===== config.mk =====
export PLATFORM = sky130hd
export DESIGN_NAME = fp_mult_issue_ctrl
export DESIGN_NICKNAME = d
export VERILOG_FILES = /design/src/rtl/fp_mult_pkg.sv /design/src/rtl/fp_result_fifo.sv /design/src/rtl/fp_mult_issue_ctrl.sv
export SDC_FILE = /design/constraint.sdc
export NUM_CORES = 1
export LEC_CHECK = 0
export CORE_MARGIN = 2
export CORE_UTILIZATION = 45
export DETAILED_ROUTE_END_ITERATION = 6
export DONT_BUFFER_PORTS = 1
export HOLD_SLACK_MARGIN = 0.05
export PLACE_DENSITY = 0.66
export SLEW_MARGIN = 30
export SYNTH_ARGS = -nofsm -noshare
export SYNTH_HDL_FRONTEND = slang
export SYNTH_SLANG_ARGS = --single-unit

===== constraint.sdc =====
create_clock -name clk -period 3.9 [get_ports clk]
set_clock_uncertainty 0.15 [all_clocks]
set_input_delay 0.585 -clock clk [delete_from_list [all_inputs] [get_ports clk]]
set_output_delay 0.585 -clock clk [all_outputs]
set_load 0.01 [all_outputs]

===== src/rtl/fp_mult_pkg.sv =====
// Shared types and helpers for the fp_mult_top wrapper: rounding modes,
// status bit positions, NaN detection and the result record.
package fp_mult_pkg;

    localparam int unsigned FP_W = 32;
    localparam int unsigned ST_W = 8;

    typedef enum logic [2:0] {
        RND_NEAREST_EVEN = 3'd0,
        RND_TO_ZERO      = 3'd1,
        RND_TO_POS_INF   = 3'd2,
        RND_TO_NEG_INF   = 3'd3,
        RND_NEAREST_UP   = 3'd4,
        RND_AWAY_ZERO    = 3'd5
    } round_values;

    localparam int unsigned ST_ZERO     = 0;
    localparam int unsigned ST_INF      = 1;
    localparam int unsigned ST_NAN      = 2;
    localparam int unsigned ST_TINY     = 3;
    localparam int unsigned ST_HUGE     = 4;
    localparam int unsigned ST_INEXACT  = 5;
    localparam int unsigned ST_HUGE_INT = 6;
    localparam int unsigned ST_INVALID  = 7;

    typedef struct packed {
        logic [FP_W-1:0] z;
        logic [ST_W-1:0] status;
        logic            mismatch;
    } result_t;

    function automatic logic is_nan(input logic [FP_W-1:0] x);
        return (x[30:23] == 8'hFF) && (x[22:0] != 23'd0);
    endfunction

endpackage


===== src/rtl/fp_result_fifo.sv =====
// First-word-fall-through circular FIFO for multiplier results; the head
// entry is presented on dout_o (zero while empty).
module fp_result_fifo #(
    parameter int unsigned DEPTH = 4,
    parameter int unsigned W     = 41
) (
    input  logic                       clk,
    input  logic                       rst_n,
    input  logic                       push_i,
    input  logic [W-1:0]               din_i,
    input  logic                       pop_i,
    output logic [W-1:0]               dout_o,
    output logic [$clog2(DEPTH):0]     count_o
);

    localparam int unsigned AW = $clog2(DEPTH);
    localparam int unsigned CW = AW + 1;

    logic [W-1:0]  mem_q [DEPTH];
    logic [AW-1:0] wr_ptr_q;
    logic [AW-1:0] rd_ptr_q;
    logic [CW-1:0] count_q;

    // Pointers wrap naturally at the power-of-two depth.
    always_ff @(posedge clk or negedge rst_n) begin
        if (!rst_n) begin
            wr_ptr_q <= '0;
            rd_ptr_q <= '0;
            count_q  <= '0;
        end else begin
            if (push_i) wr_ptr_q <= wr_ptr_q + AW'(1);
            if (pop_i)  rd_ptr_q <= rd_ptr_q + AW'(1);
            if (push_i && !pop_i)      count_q <= count_q + CW'(1);
            else if (!push_i && pop_i) count_q <= count_q - CW'(1);
        end
    end

    always_ff @(posedge clk) begin
        if (push_i) mem_q[wr_ptr_q] <= din_i;
    end

    assign dout_o  = (count_q != '0) ? mem_q[rd_ptr_q] : '0;
    assign count_o = count_q;

    a_no_overflow: assert property (@(posedge clk) disable iff (!rst_n)
        !(push_i && !pop_i && (count_q == CW'(DEPTH))));
    a_no_underflow: assert property (@(posedge clk) disable iff (!rst_n)
        !(pop_i && (count_q == '0)));

endmodule


===== src/rtl/fp_mult_issue_ctrl.sv =====
// Streaming issue/retire controller around the registered fp_mult_top:
// credit-based intake, fixed-latency tracking, result FIFO and statistics.
module fp_mult_issue_ctrl
    import fp_mult_pkg::*;
#(
    parameter int unsigned MULT_LAT  = 2,
    parameter int unsigned OUT_DEPTH = 4,
    parameter int unsigned CNT_W     = 16
) (
    input  logic                clk,
    input  logic                rst,
    input  logic                in_valid,
    output logic                in_ready,
    input  logic [FP_W-1:0]     in_a,
    input  logic [FP_W-1:0]     in_b,
    output logic [FP_W-1:0]     mult_a,
    output logic [FP_W-1:0]     mult_b,
    input  logic [FP_W-1:0]     mult_z,
    input  logic [ST_W-1:0]     mult_status,
    input  logic [FP_W-1:0]     mult_zref,
    output logic                out_valid,
    input  logic                out_ready,
    output logic [FP_W-1:0]     out_z,
    output logic [ST_W-1:0]     out_status,
    output logic                out_mismatch,
    output logic [ST_W-1:0]     sticky_status,
    output logic [CNT_W-1:0]    op_count,
    output logic [CNT_W-1:0]    mismatch_count,
    input  logic                clear
);

    localparam int unsigned CW = $clog2(OUT_DEPTH) + 1;
    localparam int unsigned TW = $clog2(OUT_DEPTH + MULT_LAT + 2) + 1;
    localparam int unsigned RW = $bits(result_t);

    logic                accept;
    logic                pop;
    logic                capture;
    logic                ready_en_q;
    logic                issue_q;
    logic [MULT_LAT-1:0] vld_pipe_q, vld_pipe_d;
    logic [FP_W-1:0]     mult_a_q, mult_b_q;
    logic [TW-1:0]       occupancy;
    logic [CW-1:0]       fifo_count;
    result_t             cap_rec, head_rec;
    logic [ST_W-1:0]     sticky_q, sticky_d;
    logic [CNT_W-1:0]    op_cnt_q, op_cnt_d;
    logic [CNT_W-1:0]    mm_cnt_q, mm_cnt_d;

    // issue_q marks the cycle mult_a/mult_b carry a fresh pair; the pipe then
    // follows that pair through the multiplier so capture lands MULT_LAT+1
    // cycles after accept.
    always_comb begin
        occupancy = TW'(fifo_count) + TW'(issue_q);
        for (int i = 0; i < int'(MULT_LAT); i++) begin
            occupancy = occupancy + TW'(vld_pipe_q[i]);
        end
        pop       = out_valid & out_ready;
        occupancy = occupancy - TW'(pop);
        in_ready  = ready_en_q && (occupancy < TW'(OUT_DEPTH));
        accept    = in_valid & in_ready;
    end

    always_comb begin
        vld_pipe_d    = '0;
        vld_pipe_d[0] = issue_q;
        for (int i = 1; i < int'(MULT_LAT); i++) begin
            vld_pipe_d[i] = vld_pipe_q[i-1];
        end
    end

    always_ff @(posedge clk or negedge rst) begin
        if (!rst) begin
            ready_en_q <= 1'b0;
            issue_q    <= 1'b0;
            vld_pipe_q <= '0;
            mult_a_q   <= '0;
            mult_b_q   <= '0;
        end else begin
            ready_en_q <= 1'b1;
            issue_q    <= accept;
            vld_pipe_q <= vld_pipe_d;
            if (accept) begin
                mult_a_q <= in_a;
                mult_b_q <= in_b;
            end
        end
    end

    assign mult_a  = mult_a_q;
    assign mult_b  = mult_b_q;
    assign capture = vld_pipe_q[MULT_LAT-1];

    // Two NaNs with different payloads still count as agreement.
    always_comb begin
        cap_rec.z        = mult_z;
        cap_rec.status   = mult_status;
        cap_rec.mismatch = (mult_z != mult_zref) && !(is_nan(mult_z) && is_nan(mult_zref));
    end

    fp_result_fifo #(
        .DEPTH (OUT_DEPTH),
        .W     (RW)
    ) u_fifo (
        .clk     (clk),
        .rst_n   (rst),
        .push_i  (capture),
        .din_i   (cap_rec),
        .pop_i   (pop),
        .dout_o  (head_rec),
        .count_o (fifo_count)
    );

    assign out_valid    = (fifo_count != '0);
    assign out_z        = head_rec.z;
    assign out_status   = head_rec.status;
    assign out_mismatch = head_rec.mismatch;

    // Statistics on retire; clear wins, counters saturate.
    always_comb begin
        sticky_d = sticky_q;
        op_cnt_d = op_cnt_q;
        mm_cnt_d = mm_cnt_q;
        if (clear) begin
            sticky_d = '0;
            op_cnt_d = '0;
            mm_cnt_d = '0;
        end else if (pop) begin
            sticky_d = sticky_q | out_status;
            if (op_cnt_q != '1) op_cnt_d = op_cnt_q + CNT_W'(1);
            if (out_mismatch && (mm_cnt_q != '1)) mm_cnt_d = mm_cnt_q + CNT_W'(1);
        end
    end

    always_ff @(posedge clk or negedge rst) begin
        if (!rst) begin
            sticky_q <= '0;
            op_cnt_q <= '0;
            mm_cnt_q <= '0;
        end else begin
            sticky_q <= sticky_d;
            op_cnt_q <= op_cnt_d;
            mm_cnt_q <= mm_cnt_d;
        end
    end

    assign sticky_status  = sticky_q;
    assign op_count       = op_cnt_q;
    assign mismatch_count = mm_cnt_q;

endmodule


==> results.md <==
* Status: finished, final reports clean
* Placed cells at 1,034
* Total GRT Usage at 0.187
* Clk_lat worst skew at 540 ps
* DR pass1 iterations at 5
* Post-synth top flop: edfxtp_1
* Die width at 165 um
* Mean post-synth cell area at 16.1 um2
* Vias per inst at 5.63
* Post-Synthesis Cell Area at 11,700 um2
* RSZ-0062 raised after global routing: no
* Yosys reg bits at 279
* Hold_ws at 179 ps
* GPL Wtd Cong at between 0.8 and 0.9
* Setup WS pre-CTS at 318 ps
* Final setup viols at 0
* Critical Path RT at 3160 ps
* Fin cells at 1,209
* Final slew viol count at 0
* Slew Limit Headroom at 0.537
* Synth area leader: edfxtp_1
* # IOs at ~290
* Starting Density at 0.462
* Max Freq at approximately 260 MHz
* Register area share after synthesis at 0.667
* Pwr dens at ~700 nW/um2
* Ys Warns at 0
* Actual slew at the worst max-slew pin at roughly 700 ps
* Final Worst Setup Slack at 90.2 ps
* Fin nets at roughly 1,000
* DRT Wirelength at 26,500 um
* Final core occ at 0.559
* Syn Nets at approximately 880
* Routed WL per cell at 21.9 um
* CP max FO at 7
* Fin crit period at 3810 ps
* Element type at the critical path end: output port
* Top post-synthesis cells by area: edfxtp_1 42%, dfrtp_1 25%, mux4_2 7.9%
* Total Power at 9.68 mW
* Fin crit share at 0.977
* Core area at around 25,000 um2
* Unique masters post-synth at 47
* MaxCap Viol Count at 0
* CTS Root Cell: clkbuf_16
* Leakage at a little over 5 nW
* Cts bufs inserted at 30
* Share of post-route cells with drive strength above 1 at 0.206
* Vias in the first global route at just over 7,000
* Clock Sink Count at ~280
* Via count at approximately 6,800
* Largest net degree at the start of global routing at 116
* CTS tree: done
* # H-tree levels at 1
* Ys async rst share at 0.412
* Number of antenna violations at the first check in global routing at 0
* First-pass GRT wire length at 39,200 um
* Critical path class: reg -> out
* Hold Path Class: in -> reg
* Crit path DAT at slightly above 3000 ps
* Std cell rows at 58
* Starting DRC count in detailed routing at ~560
* Peak supply drop at approximately 0.42 mV
* Final setup TNS at 0 ps
* Design area at 14,200 um2
* DRC at 0
* Synth-to-Final Area Change at 21.1%
* Post-Place Cell Area at approximately 12,000 um2
* GRT Residual Overflow at 0
* Port bufs at 0
* Share of the synthesized area in the top cell type at 0.421
* Die ar. at 27,300 um2
* Antenna-violating nets left at 0
* Post-DP HPWL at roughly 17,000 um
* Clk pin slew, worst setup/hold paths at 60 ps
* Die Ht at 165 um
* Number of synthesized flops with an enable pin at 164
* Hold Fails Final Rpt at 0
* CTS Buffer Depth at 3
* Synth Instances at 724
* Startpoint types: flop
==> Yosys cell counts, types with 2 or more instances <==
library cell / number
a211oi_1: 2
xnor2_1: 44
ha_1: 12
dfrtp_1: 115
buf_2: 8
and4_1: 3
nand3_1: 10
buf_6: 7
and3_1: 7
clkbuf_1: 9
mux2i_1: 5
a21oi_1: 16
mux4_2: 41
nor2_1: 35
mux2_2: 65
nor4_1: 16
nor4b_1: 2
xor2_1: 16
nand2_1: 19
and2_1: 48
nor3_1: 11
fa_1: 2
o21ai_0: 3
a31oi_1: 2
nand4_1: 27
edfxtp_1: 164
or3_1: 2
nor2b_1: 2
inv_1: 12
buf_4: 2
==> area by class of cell <==
| type | instances | area, um2 |
|---|---|---|
| fill | 1975 | 11200 |
| sequential | 279 | 7810 |
| multi-input combinational | 404 | 3680 |
| timing repair buffer | 130 | 1330 |
| clock buffer | 40 | 820 |
| tap | 330 | 413 |
| clock inverter | 12 | 60.1 |
| inverter | 13 | 48.8 |
| antenna | 1 | 2.50 |
==> logic make-up after synthesis <==
kind of cell / share of synthesized area
other: 0.000321
AO/OA/AOI/OAI: 0.0138
adder cells (fa/ha/maj): 0.0163
XOR/XNOR: 0.0449
AND/OR/NAND/NOR: 0.0921
buffers and inverters: 0.0193
flip-flops: 0.667
multiplexers: 0.146
==> cells in the final DEF (no fill, tap or decap), types with 5 or more instances in the layout <==
cell type	netlist	routed
clkbuf_16	0	31
nor3_1	11	10
mux4_2	41	41
and2_1	48	44
ha_1	12	12
dfrtp_1	115	112
nand2_1	19	19
mux2i_1	5	5
xor2_1	16	16
clkinv_2	0	6
mux2_2	65	65
dlygate4sd3_1	0	114
nand4_1	27	27
inv_1	12	12
and3_1	7	7
a21oi_1	16	16
xnor2_1	44	44
nand3_1	10	10
nor4_1	16	16
edfxtp_1	164	164
buf_4	2	12
clkbuf_1	9	8
nor2_1	35	35
==> power by group <==
part           internal, mW  switching [mW]
clock                  1.46            1.08
sequential             3.78           0.663
combinational          1.40            1.30
==> state kept, by name, indices dropped and copies added (netlist names), 3 cells and up <==
| signal | count |
|---|---|
| mismatch_count | 16 |
| mult_a | 32 |
| mult_b | 32 |
| op_count | 16 |
| sticky_status | 8 |
| u_fifo.count_o | 3 |
| u_fifo.mem_q | 164 |
==> worst max-delay path: stages (launching register included) <==
cell	delay, ps
dfrtp_2	450
o31ai_4	340
inv_2	120
ha_1	300
inv_1	40
fa_1	360
ha_1	280
a31o_2	220
nor3_2	150
a31oi_1	80
nor2b_2	210
==> final timing paths <==
check                                        from                 end  slack [ps]  cells past startpoint
worst max register to register  u_fifo.count_o[0]          mult_b[12]         350                     11
min in group asynchronous                     rst   mismatch_count[2]         500                      2
worst max-delay path            u_fifo.count_o[0]            in_ready          90                     10
worst min register to register      vld_pipe_q[0]       vld_pipe_q[1]         240                      0
max in group asynchronous                     rst  u_fifo.rd_ptr_q[0]        2590                      2
worst min-delay path                        clear    sticky_status[2]         180                      2
==> metal layers <==
layer / part of all wire / track usage / vias up
met5: 0 / 0 / -
met4: 0.027 / 0.0609 / 0
met3: 0.080 / 0.0495 / 60
met2: 0.52 / 0.334 / 297
met1: 0.37 / 0.221 / 3459
li1: - / - / 2993
==> timing repair <==
| item | CTS | global route |
|---|---|---|
| setup buffers | 0 | 5 |
| pin swaps | 1 | 1 |
| setup endpoints to repair | 1 | 1 |
| hold buffers | 116 | 0 |
| gates resized for setup | 1 | 2 |
| hold endpoints to repair | 380 | 0 |
Note: power is estimated with default switching activity, not from simulation.
==> edit, RTL diff (same flow settings) <==
Set the parameter `OUT_DEPTH` to 8 (it was 4).
--- a/src/rtl/fp_mult_issue_ctrl.sv
+++ b/src/rtl/fp_mult_issue_ctrl.sv
@@ -4,7 +4,7 @@
     import fp_mult_pkg::*;
 #(
     parameter int unsigned MULT_LAT  = 2,
-    parameter int unsigned OUT_DEPTH = 4,
+    parameter int unsigned OUT_DEPTH = 8,
     parameter int unsigned CNT_W     = 16
 ) (
     input  logic                clk,
Formal check against the unedited RTL: not equivalent (a bounded check fails within 10 cycles, from zero or initial values and one cycle with rst low).
==> edit against the unedited design <==
Setup slack better by 0.11 ns; cell area is 52% higher; sequential power is 47% higher; die area is 54% higher; power is 54% higher; sequential cell count is 167 higher; sequential share of layout area is 4.3 points higher; synthesized area is 55% higher; critical path type unchanged; non-clock buffer count is 1 higher; clock power is 70% higher; final cell count is 42% higher; routed wire length is 53% higher.
==> edit: results (changes against the unedited design) <==
metric,value,unit,change
CTS buffer count,46,,+53%
first-pass GRT wire length,60.2,mm,+54%
max_slew headroom,0.413,,-0.125
fmax,0.271,GHz,+3.1%
Post-synth top cells,"edfxtp_1 (328), dfrtp_1 (118), mux4_2 (81)",,
number of synthesized flops with an enable pin,328,,+100%
Hold EP,op_count[5],,
"worst slack, placed",0.237,ns,-0.0806 ns
share of post-route cells with drive strength above 1,0.230,,+0.0240
vias in the first global route,10100,,+40%
largest net degree at the start of global routing,119,,+2.6%
nets,1309,,+29%
run status,finished clean,,
CP Max Fanout,4,,-3
syn nets,1173,,+33%
Hold WS,0.104,ns,-0.0748 ns
global placer's final weighted congestion,0.750,,-16%
Avg WL per Cell,23.6,um,+7.8%
reg2reg path depth,16,,+5
Max IR drop VDD,363,uV,-14%
H-tree depth,2,,+1
slowest CP cell,dfrtp_1,,
dpl hpwl,23.5,mm,+38%
"FFs w/ async S/R, synth",0.265,,-0.148
flop2flop setup slack,0.46,ns,+0.11 ns
largest cells by area after synthesis,"edfxtp_1 (54%), dfrtp_1 (16%), mux4_2 (10%)",,
dpl cells,1518,,+47%
Worst path max stage delay,0.38,ns,-0.07 ns
"Cell Area, Placed",18900,um2,+57%
post-synthesis cell type count,54,,+15%
RR Startpoint,u_fifo.count_o[2],,
final cell count without fillers,1714,,+42%
clock latency on the worst-skew pair,0.59,ns,+0.05 ns
Avg Vias per Cell,5.61,,-0.48%
## edit: power breakdown
group | switching (uW) | leakage, uW | total, uW | internal, uW
Clock | 1800 | 0.000733 | 4320 | 2520
Combinational | 2130 | 0.00228 | 4070 | 1940
Sequential | 737 | 0.00445 | 6510 | 5770
Total | 4660 | 0.00746 | 14900 | 10200
## edit: layout make-up
class	instances	area, um2
fillers	3101	18300
flip-flops and latches	446	12800
multi-input cells	509	5180
repair buffers	131	1320
clock buffers	62	1280
well taps	525	657
clock inverters	20	218
inverters	18	75.1
diodes	3	7.51
## edit: routing by layer
| metal | GRT usage | routed length (um) | vias to the layer above |
|---|---|---|---|
| li1 | - | - | 4256 |
| met1 | 0.248 | 16300 | 4910 |
| met2 | 0.321 | 19700 | 376 |
| met3 | 0.0503 | 3530 | 63 |
| met4 | 0.0627 | 940 | 2 |
| met5 | 0 | 20 | - |
## edit: kinds of logic (layout without fill, tap and decap cells)
| logic type | after synthesis | count (layout) | synth area share |
|---|---|---|---|
| and+or+nand+nor | 190 | 190 | 0.0534 |
| AOI/OAI and AO/OA | 53 | 53 | 0.0187 |
| DFF | 446 | 446 | 0.705 |
| other | 1 | 4 | 0.000206 |
| buffers and inverters | 61 | 231 | 0.0157 |
| muxes | 195 | 195 | 0.169 |
| xor gates and xnor gates | 54 | 54 | 0.0260 |
| adders and majority gates | 16 | 16 | 0.0118 |
## edit: repair_timing
item	4_1_cts	5_1_grt
endpoints found under the hold margin	539	0
endpoints found under the setup margin	1	1
cloned	0	0
setup buffers	2	1
gates resized for setup	3	6
hold buffers	108	0
pin swaps	1	3
